$ cat config.mk
export PLATFORM = sky130hd
export DESIGN_NAME = stochastic_deser_arbiter_flat
export DESIGN_NICKNAME = d
export VERILOG_FILES = /design/src/rtl/stochastic_deser_arbiter_if.sv /design/src/rtl/stochastic_deser_arbiter.sv /design/src/flat_wrapper.sv
export SDC_FILE = /design/constraint.sdc
export NUM_CORES = 1
export LEC_CHECK = 0
export CAP_MARGIN = 15
export CORE_ASPECT_RATIO = 1.25
export CORE_MARGIN = 2
export CORE_UTILIZATION = 45
export CTS_CLUSTER_SIZE = 28
export DETAILED_ROUTE_END_ITERATION = 10
export PLACE_DENSITY = 0.8
export SLEW_MARGIN = 10
export SYNTH_ARGS = -nofsm -noshare
export SYNTH_HDL_FRONTEND = slang
export SYNTH_SLANG_ARGS = --single-unit
$ cat constraint.sdc
create_clock -name clk -period 2 [get_ports clk]
set_input_delay 0.4 -clock clk [delete_from_list [all_inputs] [get_ports clk]]
set_output_delay 0.4 -clock clk [all_outputs]
set_load 0.02 [all_outputs]
$ cat src/rtl/stochastic_deser_arbiter_if.sv
// Bus bundle between the stochastic sources, the arbiter and the shared deserializer.
// Latency: none (wires only).
// Backpressure: none here; the arbiter paces sources with start/done pulses.
//
// Signals (arbiter view, modport master):
//   req[NUM_REQ]      in   level request per source
//   ser_in[NUM_REQ]   in   serial stochastic bit per source
//   start[NUM_REQ]    out  one-cycle pulse, owner streams from next cycle
//   grant[NUM_REQ]    out  one-hot owner, held START..DONE
//   done[NUM_REQ]     out  one-cycle pulse to owner when res_out updates
//   res_out[RES_W]    out  captured count
//   timeout_err       out  pulse alongside done on an aborted run
//   busy              out  arbiter not idle
//   deser_ready       out  opens a bitstream on the deserializer
//   deser_ser         out  muxed serial bit to the deserializer
//   deser_valid       in   deserializer result valid
//   deser_res[RES_W]  in   deserializer result
interface stochastic_deser_arbiter_if #(
  parameter int NUM_REQ = 4,
  parameter int RES_W   = 10
);
  logic [NUM_REQ-1:0] req;
  logic [NUM_REQ-1:0] ser_in;
  logic [NUM_REQ-1:0] start;
  logic [NUM_REQ-1:0] grant;
  logic [NUM_REQ-1:0] done;
  logic [RES_W-1:0]   res_out;
  logic               timeout_err;
  logic               busy;
  logic               deser_ready;
  logic               deser_ser;
  logic               deser_valid;
  logic [RES_W-1:0]   deser_res;

  // Arbiter side.
  modport master (
    input  req, ser_in, deser_valid, deser_res,
    output start, grant, done, res_out, timeout_err, busy, deser_ready, deser_ser
  );

  // Environment side: sources plus deserializer.
  modport slave (
    output req, ser_in, deser_valid, deser_res,
    input  start, grant, done, res_out, timeout_err, busy, deser_ready, deser_ser
  );
endinterface

$ cat src/rtl/stochastic_deser_arbiter.sv
// Round-robin share of one stochastic deserializer among NUM_REQ bitstream sources.
// Latency: req seen at edge E0 -> done pulse in the cycle after E0+1026 (1024-bit stream).
// Backpressure: requests are level-held; a new request waits until the arbiter is idle again.
//
// Ports:
//   clk   in  system clock, posedge
//   rst   in  asynchronous active-high reset; a reset mid-run aborts silently
//   bus   stochastic_deser_arbiter_if.master (requests, serial bits, start/grant/done,
//         result, timeout flag, busy, and the deserializer ready/ser/valid/res link)
module stochastic_deser_arbiter #(
  parameter int NUM_REQ = 4,
  parameter int RES_W   = 10,
  parameter int TIMEOUT = 2047
) (
  input  logic clk,
  input  logic rst,
  stochastic_deser_arbiter_if.master bus
);

  localparam int IDX_W = (NUM_REQ > 1) ? $clog2(NUM_REQ) : 1;
  localparam int CNT_W = $clog2(TIMEOUT + 1);

  typedef enum logic [2:0] {
    S_IDLE,
    S_START,
    S_ARM,
    S_RUN,
    S_DONE
  } state_t;

  state_t             state_q;
  logic [IDX_W-1:0]   ptr_q;
  logic [IDX_W-1:0]   owner_q;
  logic [NUM_REQ-1:0] grant_q;
  logic [NUM_REQ-1:0] start_q;
  logic [NUM_REQ-1:0] done_q;
  logic               ready_q;
  logic               terr_q;
  logic               busy_q;
  logic [RES_W-1:0]   res_q;
  logic [CNT_W-1:0]   cnt_q;

  // Round-robin pick (next-state candidate for owner).
  logic               pick_vld_d;
  logic [IDX_W-1:0]   pick_idx_d;
  logic [IDX_W-1:0]   cand;

  function automatic logic [NUM_REQ-1:0] onehot(input logic [IDX_W-1:0] idx);
    logic [NUM_REQ-1:0] v;
    v      = '0;
    v[idx] = 1'b1;
    return v;
  endfunction

  // Search from ptr+1 upward with wrap. The loop walks offsets from the far end
  // toward ptr+1 so the last hit written is the one closest to ptr+1.
  always_comb begin
    pick_vld_d = 1'b0;
    pick_idx_d = '0;
    cand       = '0;
    for (int off = NUM_REQ; off >= 1; off--) begin
      cand = IDX_W'((int'(ptr_q) + off) % NUM_REQ);
      if (bus.req[cand]) begin
        pick_vld_d = 1'b1;
        pick_idx_d = cand;
      end
    end
  end

  always_ff @(posedge clk or posedge rst) begin
    if (rst) begin
      state_q <= S_IDLE;
      ptr_q   <= IDX_W'(NUM_REQ - 1);
      owner_q <= '0;
      grant_q <= '0;
      start_q <= '0;
      done_q  <= '0;
      ready_q <= 1'b0;
      terr_q  <= 1'b0;
      busy_q  <= 1'b0;
      res_q   <= '0;
      cnt_q   <= '0;
    end else begin
      // Pulse outputs default low; states below raise them for one cycle.
      start_q <= '0;
      done_q  <= '0;
      ready_q <= 1'b0;
      terr_q  <= 1'b0;
      case (state_q)
        S_IDLE: begin
          if (pick_vld_d) begin
            owner_q <= pick_idx_d;
            grant_q <= onehot(pick_idx_d);
            start_q <= onehot(pick_idx_d);
            ready_q <= 1'b1;
            busy_q  <= 1'b1;
            state_q <= S_START;
          end
        end
        S_START: begin
          // Pointer moves only once the grant is committed.
          ptr_q   <= owner_q;
          state_q <= S_ARM;
        end
        S_ARM: begin
          // deser_valid may still be left over from the previous stream here.
          cnt_q   <= '0;
          state_q <= S_RUN;
        end
        S_RUN: begin
          if (bus.deser_valid) begin
            res_q   <= bus.deser_res;
            done_q  <= grant_q;
            state_q <= S_DONE;
          end else if (cnt_q == CNT_W'(TIMEOUT)) begin
            res_q   <= '0;
            done_q  <= grant_q;
            terr_q  <= 1'b1;
            state_q <= S_DONE;
          end else begin
            cnt_q <= cnt_q + 1'b1;
          end
        end
        S_DONE: begin
          grant_q <= '0;
          busy_q  <= 1'b0;
          state_q <= S_IDLE;
        end
        default: begin
          grant_q <= '0;
          busy_q  <= 1'b0;
          state_q <= S_IDLE;
        end
      endcase
    end
  end

  // The serial path is live only while a stream can be in flight.
  logic live;
  assign live = (state_q == S_START) || (state_q == S_ARM) || (state_q == S_RUN);

  assign bus.deser_ser   = live ? bus.ser_in[owner_q] : 1'b0;
  assign bus.deser_ready = ready_q;
  assign bus.start       = start_q;
  assign bus.grant       = grant_q;
  assign bus.done        = done_q;
  assign bus.timeout_err = terr_q;
  assign bus.busy        = busy_q;
  assign bus.res_out     = res_q;

  // Structural invariants of the owner/pulse outputs.
  a_grant_onehot : assert property (@(posedge clk) disable iff (rst) $onehot0(grant_q));
  a_done_owner   : assert property (@(posedge clk) disable iff (rst) (|done_q) |-> (done_q == grant_q));
  a_terr_done    : assert property (@(posedge clk) disable iff (rst) terr_q |-> (|done_q));
  a_busy_state   : assert property (@(posedge clk) disable iff (rst) busy_q == (state_q != S_IDLE));

endmodule
$ cat src/flat_wrapper.sv
// flat-port wrapper written by rule: the top's interface ports become plain ports
module stochastic_deser_arbiter_flat 
#(
  parameter int NUM_REQ = 4,
  parameter int RES_W   = 10,
  parameter int TIMEOUT = 2047
)
  (clk, rst, bus_req, bus_ser_in, bus_deser_valid, bus_deser_res, bus_start, bus_grant, bus_done, bus_res_out, bus_timeout_err, bus_busy, bus_deser_ready, bus_deser_ser);
  stochastic_deser_arbiter_if #(.NUM_REQ(NUM_REQ), .RES_W(RES_W)) bus_i ();
  input  logic clk;
  input  logic rst;
  input wire logic [$bits(bus_i.req)-1:0] bus_req;
  input wire logic [$bits(bus_i.ser_in)-1:0] bus_ser_in;
  input wire logic [$bits(bus_i.deser_valid)-1:0] bus_deser_valid;
  input wire logic [$bits(bus_i.deser_res)-1:0] bus_deser_res;
  output wire logic [$bits(bus_i.start)-1:0] bus_start;
  output wire logic [$bits(bus_i.grant)-1:0] bus_grant;
  output wire logic [$bits(bus_i.done)-1:0] bus_done;
  output wire logic [$bits(bus_i.res_out)-1:0] bus_res_out;
  output wire logic [$bits(bus_i.timeout_err)-1:0] bus_timeout_err;
  output wire logic [$bits(bus_i.busy)-1:0] bus_busy;
  output wire logic [$bits(bus_i.deser_ready)-1:0] bus_deser_ready;
  output wire logic [$bits(bus_i.deser_ser)-1:0] bus_deser_ser;
  assign bus_i.req = bus_req;
  assign bus_i.ser_in = bus_ser_in;
  assign bus_i.deser_valid = bus_deser_valid;
  assign bus_i.deser_res = bus_deser_res;
  assign bus_start = bus_i.start;
  assign bus_grant = bus_i.grant;
  assign bus_done = bus_i.done;
  assign bus_res_out = bus_i.res_out;
  assign bus_timeout_err = bus_i.timeout_err;
  assign bus_busy = bus_i.busy;
  assign bus_deser_ready = bus_i.deser_ready;
  assign bus_deser_ser = bus_i.deser_ser;
  stochastic_deser_arbiter #(.NUM_REQ(NUM_REQ), .RES_W(RES_W), .TIMEOUT(TIMEOUT)) u_core (.clk(clk), .rst(rst), .bus(bus_i));
endmodule
==> impl_metrics.yaml, run 1 <==
outcome:
  run_status: "completed"
setup_path:
  cp_top_family: "buffers and inverters"
  slowest_delay_ns: 0.46
  timing_worst_setup_path_type: "input pin to primary output"
  critPathCaptureType: "primary output"
  timing.critical_path.from_type: "input pin"
  crit_fanout: 1
  reg2reg_setup_slack_ns: 0.15
  crit_chain: "clkdlybuf4s50_1 > mux4_2 > nor3b_4 > buf_6"
  cp.buffers_inverters: 2
  cp_slowest_cell: "mux4_2"
  cp.arrival_ns: 1.56
  critPathRequiredTime_ns: 1.60
die:
  die_h_um: 78.8
  die_area_sq_mm: 0.00503
  die_x_um: 63.8
  ios: 47
  floorplan.initialDensity_pct: 46.2
  core_region_sq_mm: 0.00436
  row_count: 27
cells_and_area:
  insertedDiodeCount: 0
  postLayoutCoreUtil_pct: 62.5
  nets: 267
  multi_input_area_sq_um: 906
  area_delta_synth_final_pct: 35.4
  final_common_cell: "clkdlybuf4s50_1"
  final_layout_size_suffix_gt1_share_pct: 13.8
  fillCellCount: 361
  most-common-layout-cells: "42 x clkdlybuf4s50_1, 41 x dfrtp_1, 17 x nand2_1"
  area.sequential_sq_mm: 0.00108
global_route:
  grt_first_pass_wirelength_mm: 7.46
  first_global_vias: 1652
  grt_antenna_before_repair: 0
  global_route.usage.total_pct: 19.0
  overflow: 0
  grt_max_degree: 44
worst_hold_path:
  timing.hold.worst.class: "input pin to async pin"
sta:
  maxSlewHeadroom_pct: 58.2
  report.final.setup_viol: 0
  clock.fmax_mhz: 509
  drv_slew: 0
  timing.final.crit_share_pct: 98.2
  totalNegativeSetupSlack_ns: 0
  finClkSkew_ns: 0.00571
  timing_hold_violations_final: 0
  period_minus_slack_ns: 1.96
  rsz0062_at_grt: "false"
  tightest_slew_ns: 0.625
logic_synthesis:
  mappedNetlistNets: 207
  syn_inst: 185
  syn-cell-area_sq_mm: 0.00201
  number_of_flops_mapped_to_enable_cells_by_yosys: 0
  yosys_most_used_dff: "dfrtp_1"
  synth-seq-area-share_pct: 53.6
  yosysUniqueCellTypes: 48
  yosysWarningCount: 0
  synthArstFlopShare_pct: 100
  yosys_register_bits: 43
  syn-mean-instance-area_sq_um: 10.9
power_and_ir_drop:
  proportion_of_power_drawn_by_flip_flops_and_latches_pct: 38.4
  power.clock.fraction_pct: 15.6
  power.combinational.fraction_pct: 46.0
  leakagePower_nw: 1.18
  worst_ir_drop_vdd_v: 0.000926
  power.switching_fraction_pct: 37.8
  design_internal_power_w: 0.00217
  p_per_area_mw_per_mm2: 1280
  power.net_switching_w: 0.00132
placement:
  buffer_ports.inserted: 46
  place.gp.congestion: 0.819
  post-dp-hpwl_mm: 3.20
route:
  routed_wirelength_mm: 4.29
  avgRoutedWirePerCell_um: 14.1
  initialDrtViolationCount: 45
  antenna_violating_nets_post_route: 0
  detailroute.via_count: 1668
  drc: 0
  detail_route.vias_per_cell: 5.49
  dr_pass1_iterations: 4
clock_network:
  clk_transition_reported_paths_ns: 0.08
  cts_sinks: 43
  numCtsBuffers: 5
  clock_tree.buffer_depth: 2
  clk-insertion-delay-late_ns: 0.30
  tritoncts: "built"
  clock-root-buffer: "clkbuf_8"
  clock_tree.htree_level_count: 2
job:
  maxCapViolCount: 0
==> cell usage after synthesis (all sizes together), types with 2 or more instances <==
cell type	n	area [sq um]
dfrtp	41	1030
nand2	17	63.8
nor2	15	56.3
o21ai	14	70.1
a22o	10	88.8
a21oi	8	40.0
nand2b	8	52.6
inv	7	26.3
mux2i	5	50.1
nor3	5	25.0
and2	4	25.0
nand3	4	32.5
nand3b	4	30.0
nor4	4	40.0
buf	3	21.3
o41ai	3	45.1
or4	3	22.5
dfstp	2	52.6
mux2	2	22.5
nand4	2	12.5
nor3b	2	20.0
o211ai	2	15.0
or3	2	12.5
==> what timing repair did <==
action / in CTS / in global routing
hold buffers: 0 / 0
endpoints found under the hold margin: 0 / 0
pin swaps: 0 / 1
resized for setup: 10 / 4
setup endpoints to repair: 1 / 18
setup buffers: 0 / 1
==> layout make-up <==
type | instances | area share (%)
multi-input cells | 131 | 33.2
clock buffers | 5 | 2.53
repair buffers | 57 | 20.3
flip-flops and latches | 43 | 39.6
clock inverters | 3 | 0.735
inverters | 7 | 0.964
well taps | 58 | 2.66
==> power groups by stage <==
stage | Clock (W) | Combinational, W | Sequential [W]
detailed placement | 0 | 0.00158 | 0.00135
global placement | 0 | 0.00155 | 0.00134
floorplan | 0 | 0.000732 | 0.00153
CTS | 0.000562 | 0.00158 | 0.00134
global route | 0.000590 | 0.00175 | 0.00138
finish | 0.000545 | 0.00160 | 0.00134
==> cell families (layout without fill, tap and decap cells) <==
kind of cell	Yosys count	count (layout)	share of synthesized area, %
buffers and inverters	11	72	2.55
muxes	8	8	4.73
DFF	43	43	53.6
and+or+nand+nor	75	75	21.5
AOI/OAI and AO/OA	46	46	16.6
xor gates and xnor gates	1	1	0.435
adders and majority gates	1	1	0.622
==> sequential cells by signal, indices dropped and copies added (netlist names) <==
| register | flops |
|---|---|
| u_core.owner_q | 2 |
| u_core.bus.done | 4 |
| u_core.ptr_q | 2 |
| u_core.bus.timeout_err | 1 |
| u_core.state_q | 3 |
| u_core.bus.start | 4 |
| u_core.bus.busy | 1 |
| u_core.bus.deser_ready | 1 |
| u_core.cnt_q | 11 |
| u_core.bus.res_out | 10 |
| u_core.bus.grant | 4 |
==> per-stage QoR <==
| stage | instances | worst slack, ns | instance area [sq um] | total power (W) | hold slack [ns] |
|---|---|---|---|---|---|
| 3_5_place_dp | 295 | -0.377 | 2610 | 0.00293 | 0.481 |
| 6_report | 304 | 0.0354 | 2730 | 0.00349 | 0.451 |
| 3_3_place_gp | 295 | -0.331 | 2610 | 0.00289 | 0.479 |
| 5_1_grt | 304 | 0.00708 | 2730 | 0.00372 | 0.466 |
| 2_1_floorplan | 185 | 0.353 | 2010 | 0.00226 | 0.473 |
| 4_1_cts | 303 | 0.000425 | 2700 | 0.00348 | 0.463 |
==> tightest hold or removal path, stage by stage <==
cell and delay [ns]:
clkdlybuf4s50_1 0.39, inv_1 0.09, buf_12 0.24
==> metal layers <==
metal | share of wire (%) | vias to the layer above | GRT usage [%]
met2 | 53 | 37 | 33.8
li1 | - | 796 | -
met3 | 3.4 | 8 | 3.97
met5 | 0 | - | 0
met1 | 41 | 827 | 22.1
met4 | 2.3 | 0 | 8.04
==> worst paths after layout <==
| kind | startpoint | endpoint | cells past startpoint |
|---|---|---|---|
| max | bus_ser_in[0] | bus_deser_ser | 4 |
| max reg2reg | u_core.cnt_q[0] | u_core.cnt_q[7] | 6 |
| max in group asynchronous | rst | u_core.ptr_q[0] | 3 |
| min in group clk | u_core.bus.res_out[0] | u_core.bus.res_out[0] | 1 |
| min | rst | u_core.bus.res_out[5] | 3 |
| min reg2reg | u_core.bus.res_out[0] | u_core.bus.res_out[0] | 1 |
Note: power is estimated with default switching activity, not from simulation.
==> run 2: changes to the inputs <==
--- a/config.mk
+++ b/config.mk
@@ -8,11 +8,12 @@
 export CAP_MARGIN = 15
 export CORE_ASPECT_RATIO = 1.25
 export CORE_MARGIN = 2
-export CORE_UTILIZATION = 45
+export CORE_UTILIZATION = 44
 export CTS_CLUSTER_SIZE = 28
 export DETAILED_ROUTE_END_ITERATION = 10
-export PLACE_DENSITY = 0.8
+export PLACE_DENSITY = 0.82
 export SLEW_MARGIN = 10
 export SYNTH_ARGS = -nofsm -noshare
 export SYNTH_HDL_FRONTEND = slang
 export SYNTH_SLANG_ARGS = --single-unit
+export TNS_END_PERCENT = 20
==> constraint.sdc (replaced) <==
create_clock -name clk -period 1.8 [get_ports clk]
set_input_delay 0.36 -clock clk [delete_from_list [all_inputs] [get_ports clk]]
set_output_delay 0.36 -clock clk [all_outputs]
set_load 0.02 [all_outputs]
==> run 2 against run 1 <==
The flow now finishes with violations (setup timing). Clock skew is 0.0052 ns higher. Critical path depth is 1 lower. Power is 23% higher. Largest cell class unchanged. Highest routed layer unchanged.
==> impl_metrics.yaml, run 2 (synthesized netlist as in run 1, its figures left out) <==
route:
  avgRoutedWirePerCell_um: 15.4
  drc: 0
  routed_wirelength_mm: 5.00
  detail_route.vias_per_cell: 5.52
  dr_pass1_iterations: 4
  antenna_violating_nets_post_route: 0
  detailroute.via_count: 1794
  initialDrtViolationCount: 83
sta:
  timing.final.crit_share_pct: 104
  clock.fmax_mhz: 533
  drv_slew: 0
  report.final.setup_viol: 6
  rsz0062_at_grt: "true"
  tightest_slew_ns: 0.525
  setup_ws_ns: -0.0766
  period_minus_slack_ns: 1.88
  timing_hold_violations_final: 0
  worst_hold_slack_ns: 0.415
  maxSlewHeadroom_pct: 64.9
  finClkSkew_ns: 0.0109
cells_and_area:
  largest_register_ffs: 11
  insertedDiodeCount: 0
  area.sequential_sq_mm: 0.00108
  top_register: "u_core.cnt_q"
  area_delta_synth_final_pct: 46.8
  most-common-layout-cells: "43 x clkdlybuf4s50_1, 39 x dfrtp_1, 31 x buf_4"
  postLayoutCoreUtil_pct: 67.3
  finalInstanceArea_sq_mm: 0.00295
  fillCellCount: 337
  nets: 288
  multi_input_area_sq_um: 938
  final_common_cell: "clkdlybuf4s50_1"
  final_layout_size_suffix_gt1_share_pct: 23.2
power_and_ir_drop:
  p_per_area_mw_per_mm2: 1450
  power.switching_fraction_pct: 35.4
  worst_ir_drop_vdd_v: 0.000768
  proportion_of_power_drawn_by_flip_flops_and_latches_pct: 34.6
  power.clock.fraction_pct: 20.5
  power.net_switching_w: 0.00152
  leakagePower_nw: 1.32
  power.combinational.fraction_pct: 44.9
  design_internal_power_w: 0.00277
clock_network:
  clock_tree.buffer_depth: 2
  tritoncts: "built"
  clock-root-buffer: "clkbuf_8"
  numCtsBuffers: 5
  cts_sinks: 43
  clk_transition_reported_paths_ns: 0.09
  clock_tree.htree_level_count: 2
  cts_hold_buf: 0
  clk-insertion-delay-late_ns: 0.30
outcome:
  run_status: "finished, violations left"
  violated_checks: "setup timing"
setup_path:
  slowest_delay_ns: 0.50
  cp.arrival_ns: 1.52
  timing_worst_setup_path_type: "register to primary output"
  timing.critical_path.from_type: "register"
  cp.buffers_inverters: 1
  critPathRequiredTime_ns: 1.44
  critPathCaptureType: "primary output"
  cp_slowest_cell: "mux4_2"
  crit_chain: "mux4_2 > nor3b_2 > buf_4"
  crit_fanout: 3
  cp_top_family: "multiplexers"
placement:
  buffer_ports.inserted: 46
  dp_slack_ns: -0.471
  dpl_cell_area_sq_mm: 0.00273
  post-dp-hpwl_mm: 3.42
  place.gp.congestion: 0.861
global_route:
  top_usage_layer: "met2"
  use_met3_pct: 3.81
  grt_max_degree: 44
  global_route.usage.total_pct: 20.5
  global_route.usage.met1_pct: 23.6
  overflow: 0
  first_global_vias: 1789
  grt_first_pass_wirelength_mm: 8.04
  groute.layer.met2.usage_pct: 35.2
  grt_antenna_before_repair: 0
die:
  core_region_sq_mm: 0.00439
  die_h_um: 79.6
  row_count: 27
  ios: 47
  die_x_um: 64.5
  floorplan.initialDensity_pct: 45.8
  die_area_sq_mm: 0.00513
worst_hold_path:
  timing.hold.worst.class: "input pin to async pin"
job:
  maxCapViolCount: 0
run 2: cell types whose count changed in the layout (fill, tap and decap cells not counted), moves of 2 or more:
| cell | previous run | this run |
|---|---|---|
| buf_4 | 10 | 31 |
| bufinv_16 | 0 | 2 |
| clkinvlp_4 | 2 | 0 |
| dfrtp_1 | 41 | 39 |
| dfrtp_2 | 0 | 2 |
| o21ai_0 | 14 | 12 |
| o21ai_1 | 0 | 2 |
run 2: power groups by stage:
stage          logic [W]  clock network (W)  registers (W)
2_1_floorplan   0.000813                  0        0.00170
6_report         0.00193           0.000880        0.00148
4_1_cts          0.00188           0.000887        0.00148
5_1_grt          0.00210           0.000926        0.00153
3_5_place_dp     0.00185                  0        0.00149
3_3_place_gp     0.00181                  0        0.00148
run 2: area by class of cell:
class / instances / area share, %
well taps: 58 / 2.46
flip-flops and latches: 43 / 36.6
multi-input cells: 132 / 31.8
inverters: 7 / 0.974
repair buffers: 77 / 23.7
clock inverters: 2 / 2.03
clock buffers: 6 / 2.46
run 2: worst paths after layout:
path	start	to	slack, ns	cells past startpoint
worst max-delay path	u_core.owner_q[0]	bus_deser_ser	-0.08	3
worst min-delay path	rst	u_core.cnt_q[10]	0.42	3
worst max register to register	u_core.cnt_q[7]	u_core.bus.res_out[8]	-0.06	5
worst min register to register	u_core.bus.res_out[8]	u_core.bus.res_out[8]	0.51	1
max in group asynchronous	rst	u_core.ptr_q[0]	1.12	3
min in group clk	u_core.bus.res_out[8]	u_core.bus.res_out[8]	0.51	1
run 2: per-stage QoR:
stage	instances	setup TNS (ns)	total power, W
CTS	319	-0.147	0.00424
global placement	311	-2.25	0.00328
global route	325	-1.17	0.00455
floorplan	185	0	0.00251
finish	325	-0.282	0.00429
detailed placement	311	-3.67	0.00334
run 2: worst min-delay path: cells and delay by family:
| kind | cells | cell delay [ns] |
|---|---|---|
| buffers and inverters | 3 | 0.72 |
run 2: timing repair:
| item | in CTS | in global routing |
|---|---|---|
| endpoints found under the setup margin | 18 | 20 |
| buffers inserted | 0 | 5 |
| cloned | 0 | 1 |
| pin swaps | 0 | 2 |
| endpoints found under the hold margin | 0 | 0 |
| resized for setup | 12 | 12 |
run 2: metal layers:
metal  share of wire, %  wire length (um)
met3                5.7               283
met5                  0                 0
met2                 53              2640
met4                2.2               108
met1                 39              1970
==> run 3: changes to the inputs <==
--- a/config.mk
+++ b/config.mk
@@ -8,10 +8,10 @@
 export CAP_MARGIN = 15
 export CORE_ASPECT_RATIO = 1.25
 export CORE_MARGIN = 2
-export CORE_UTILIZATION = 44
+export CORE_UTILIZATION = 35
 export CTS_CLUSTER_SIZE = 28
 export DETAILED_ROUTE_END_ITERATION = 10
-export PLACE_DENSITY = 0.82
+export PLACE_DENSITY = 0.66
 export SLEW_MARGIN = 10
 export SYNTH_ARGS = -nofsm -noshare
 export SYNTH_HDL_FRONTEND = slang
==> constraint.sdc (replaced) <==
create_clock -name clk -period 2.1 [get_ports clk]
set_input_delay 0.42 -clock clk [delete_from_list [all_inputs] [get_ports clk]]
set_output_delay 0.42 -clock clk [all_outputs]
set_load 0.02 [all_outputs]
==> run 3 against run 2 <==
The run now ends clean. Clock skew down 0.0021 ns. Final area down 8.8%. Clock power down 41%. First-iteration DRC count up 55%. Worst setup slack better by 0.17 ns. Non-clock buffer count down 21. Register-to-register slack better by 0.22 ns. Combinational power down 23%. Critical path type is now input pin to primary output. Largest cell class unchanged.
==> impl_metrics.yaml, run 3 (synthesized netlist as in run 1, its figures left out) <==
power_and_ir_drop:
  power.clock.fraction_pct: 15.9
  power.net_switching_w: 0.00124
  power.combinational.fraction_pct: 45.2
  p_per_area_mw_per_mm2: 1210
  proportion_of_power_drawn_by_flip_flops_and_latches_pct: 38.9
  power.switching_fraction_pct: 37.9
  leakagePower_nw: 1.16
  total_power_w: 0.00327
  worst_ir_drop_vdd_v: 0.000543
  design_internal_power_w: 0.00203
sta:
  rsz0062_at_grt: "false"
  maxSlewHeadroom_pct: 53.6
  timing_hold_violations_final: 0
  tightest_slew_ns: 0.694
  drv_slew: 0
  period_minus_slack_ns: 2.00
  clock.fmax_mhz: 499
  timing.final.crit_share_pct: 95.4
  finClkSkew_ns: 0.00877
  report.final.setup_viol: 0
clock_network:
  numCtsBuffers: 5
  clock_tree.buffer_depth: 2
  tritoncts: "built"
  clk_transition_reported_paths_ns: 0.08
  clock-root-buffer: "clkbuf_8"
  cts_sinks: 43
  clock_tree.htree_level_count: 2
  clk-insertion-delay-late_ns: 0.30
placement:
  post-dp-hpwl_mm: 3.19
  buffer_ports.inserted: 46
  place.gp.congestion: 0.883
  dpl_cell_area_sq_mm: 0.00260
worst_hold_path:
  timing.hold.worst.class: "input pin to async pin"
die:
  die_area_sq_mm: 0.00637
  die_x_um: 71.8
  core_region_sq_mm: 0.00548
  row_count: 30
  ios: 47
  floorplan.initialDensity_pct: 36.7
  die_h_um: 88.8
setup_path:
  reg2reg_setup_slack_ns: 0.16
  crit_fanout: 1
  critPathRequiredTime_ns: 1.68
  cp.arrival_ns: 1.58
  timing.critical_path.from_type: "input pin"
  timing_worst_setup_path_type: "input pin to primary output"
  reg2reg_depth: 5
  crit-reg2reg-launch: "u_core.cnt_q[0]"
  critical_path.reg2reg.endpoint: "u_core.bus.res_out[8]"
  startpoint: "bus_ser_in[2]"
  critPathCaptureType: "primary output"
cells_and_area:
  final_common_cell: "clkdlybuf4s50_1"
  final_layout_size_suffix_gt1_share_pct: 12.2
  finalInstanceArea_sq_mm: 0.00270
  most-common-layout-cells: "45 x clkdlybuf4s50_1, 41 x dfrtp_1, 17 x nand2_1"
  nets: 266
  insertedDiodeCount: 0
  top_register: "u_core.cnt_q"
  area_delta_synth_final_pct: 34.0
  largest_register_ffs: 11
route:
  avgRoutedWirePerCell_um: 14.5
  drc: 0
  detailroute.via_count: 1638
  initialDrtViolationCount: 129
  dr_pass1_iterations: 4
  detail_route.vias_per_cell: 5.30
  routed_wirelength_mm: 4.49
  antenna_violating_nets_post_route: 0
global_route:
  first_global_vias: 1595
  overflow: 0
  grt_first_pass_wirelength_mm: 7.27
  global_route.usage.total_pct: 14.9
  grt_antenna_before_repair: 0
  grt_max_degree: 44
outcome:
  run_status: "completed"
job:
  maxCapViolCount: 0
[run 3: how the worst max path moves through the flow]
| stage | endpoint | slack, ns | depth (start not counted) |
|---|---|---|---|
| global route | u_core.bus.done[1] | 0.02 | 6 |
| detailed placement | bus_deser_ser | -0.29 | 4 |
| floorplan | bus_deser_ser | 0.45 | 2 |
| finish | bus_deser_ser | 0.1 | 4 |
| CTS | bus_deser_ser | 0.09 | 4 |
| global placement | bus_deser_ser | -0.26 | 4 |
[run 3: through the flow]
stage	std cells	util (%)	setup WS [ns]	setup TNS (ns)	hold WS, ns
2_1_floorplan	185	-	0.453	0	0.484
4_1_cts	307	48.9	0.0888	0	0.486
6_report	309	49.2	0.0956	0	0.473
3_5_place_dp	299	47.4	-0.289	-0.289	0.482
5_1_grt	309	49.2	0.0196	0	0.501
3_3_place_gp	299	47.4	-0.260	-0.260	0.481
[run 3: final cells by class]
class	instances	area, sq um
well taps	64	80.1
repair buffers	56	543
flip-flops and latches	43	1080
multi-input cells	131	882
fillers	502	2790
inverters	7	26.3
clock inverters	2	12.5
clock buffers	6	72.6
[run 3: what timing repair did]
item	CTS	global route
buffers inserted	0	2
setup endpoints to repair	1	13
pin swaps	0	1
hold buffers	0	0
resized for setup	5	0
[run 3: power by group through the flow]
stage / Combinational (W) / Clock [W] / Sequential (W)
6_report: 0.00148 / 0.000521 / 0.00127
5_1_grt: 0.00163 / 0.000570 / 0.00131
4_1_cts: 0.00150 / 0.000530 / 0.00127
3_5_place_dp: 0.00151 / 0 / 0.00129
3_3_place_gp: 0.00148 / 0 / 0.00129
2_1_floorplan: 0.000697 / 0 / 0.00145
[run 3: critical path, cell delays in order]
cell	delay [ns]
clkdlybuf4s50_1	0.40
mux4_2	0.45
nor3b_1	0.15
buf_2	0.16
[run 3: layer usage]
layer | global-route usage (%) | wire length, um | vias to the layer above
met2 | 25.0 | 2370 | 38
met3 | 4.10 | 179 | 4
met5 | 0 | 0 | -
met1 | 17.4 | 1870 | 799
met4 | 7.89 | 68 | 0
li1 | - | - | 797
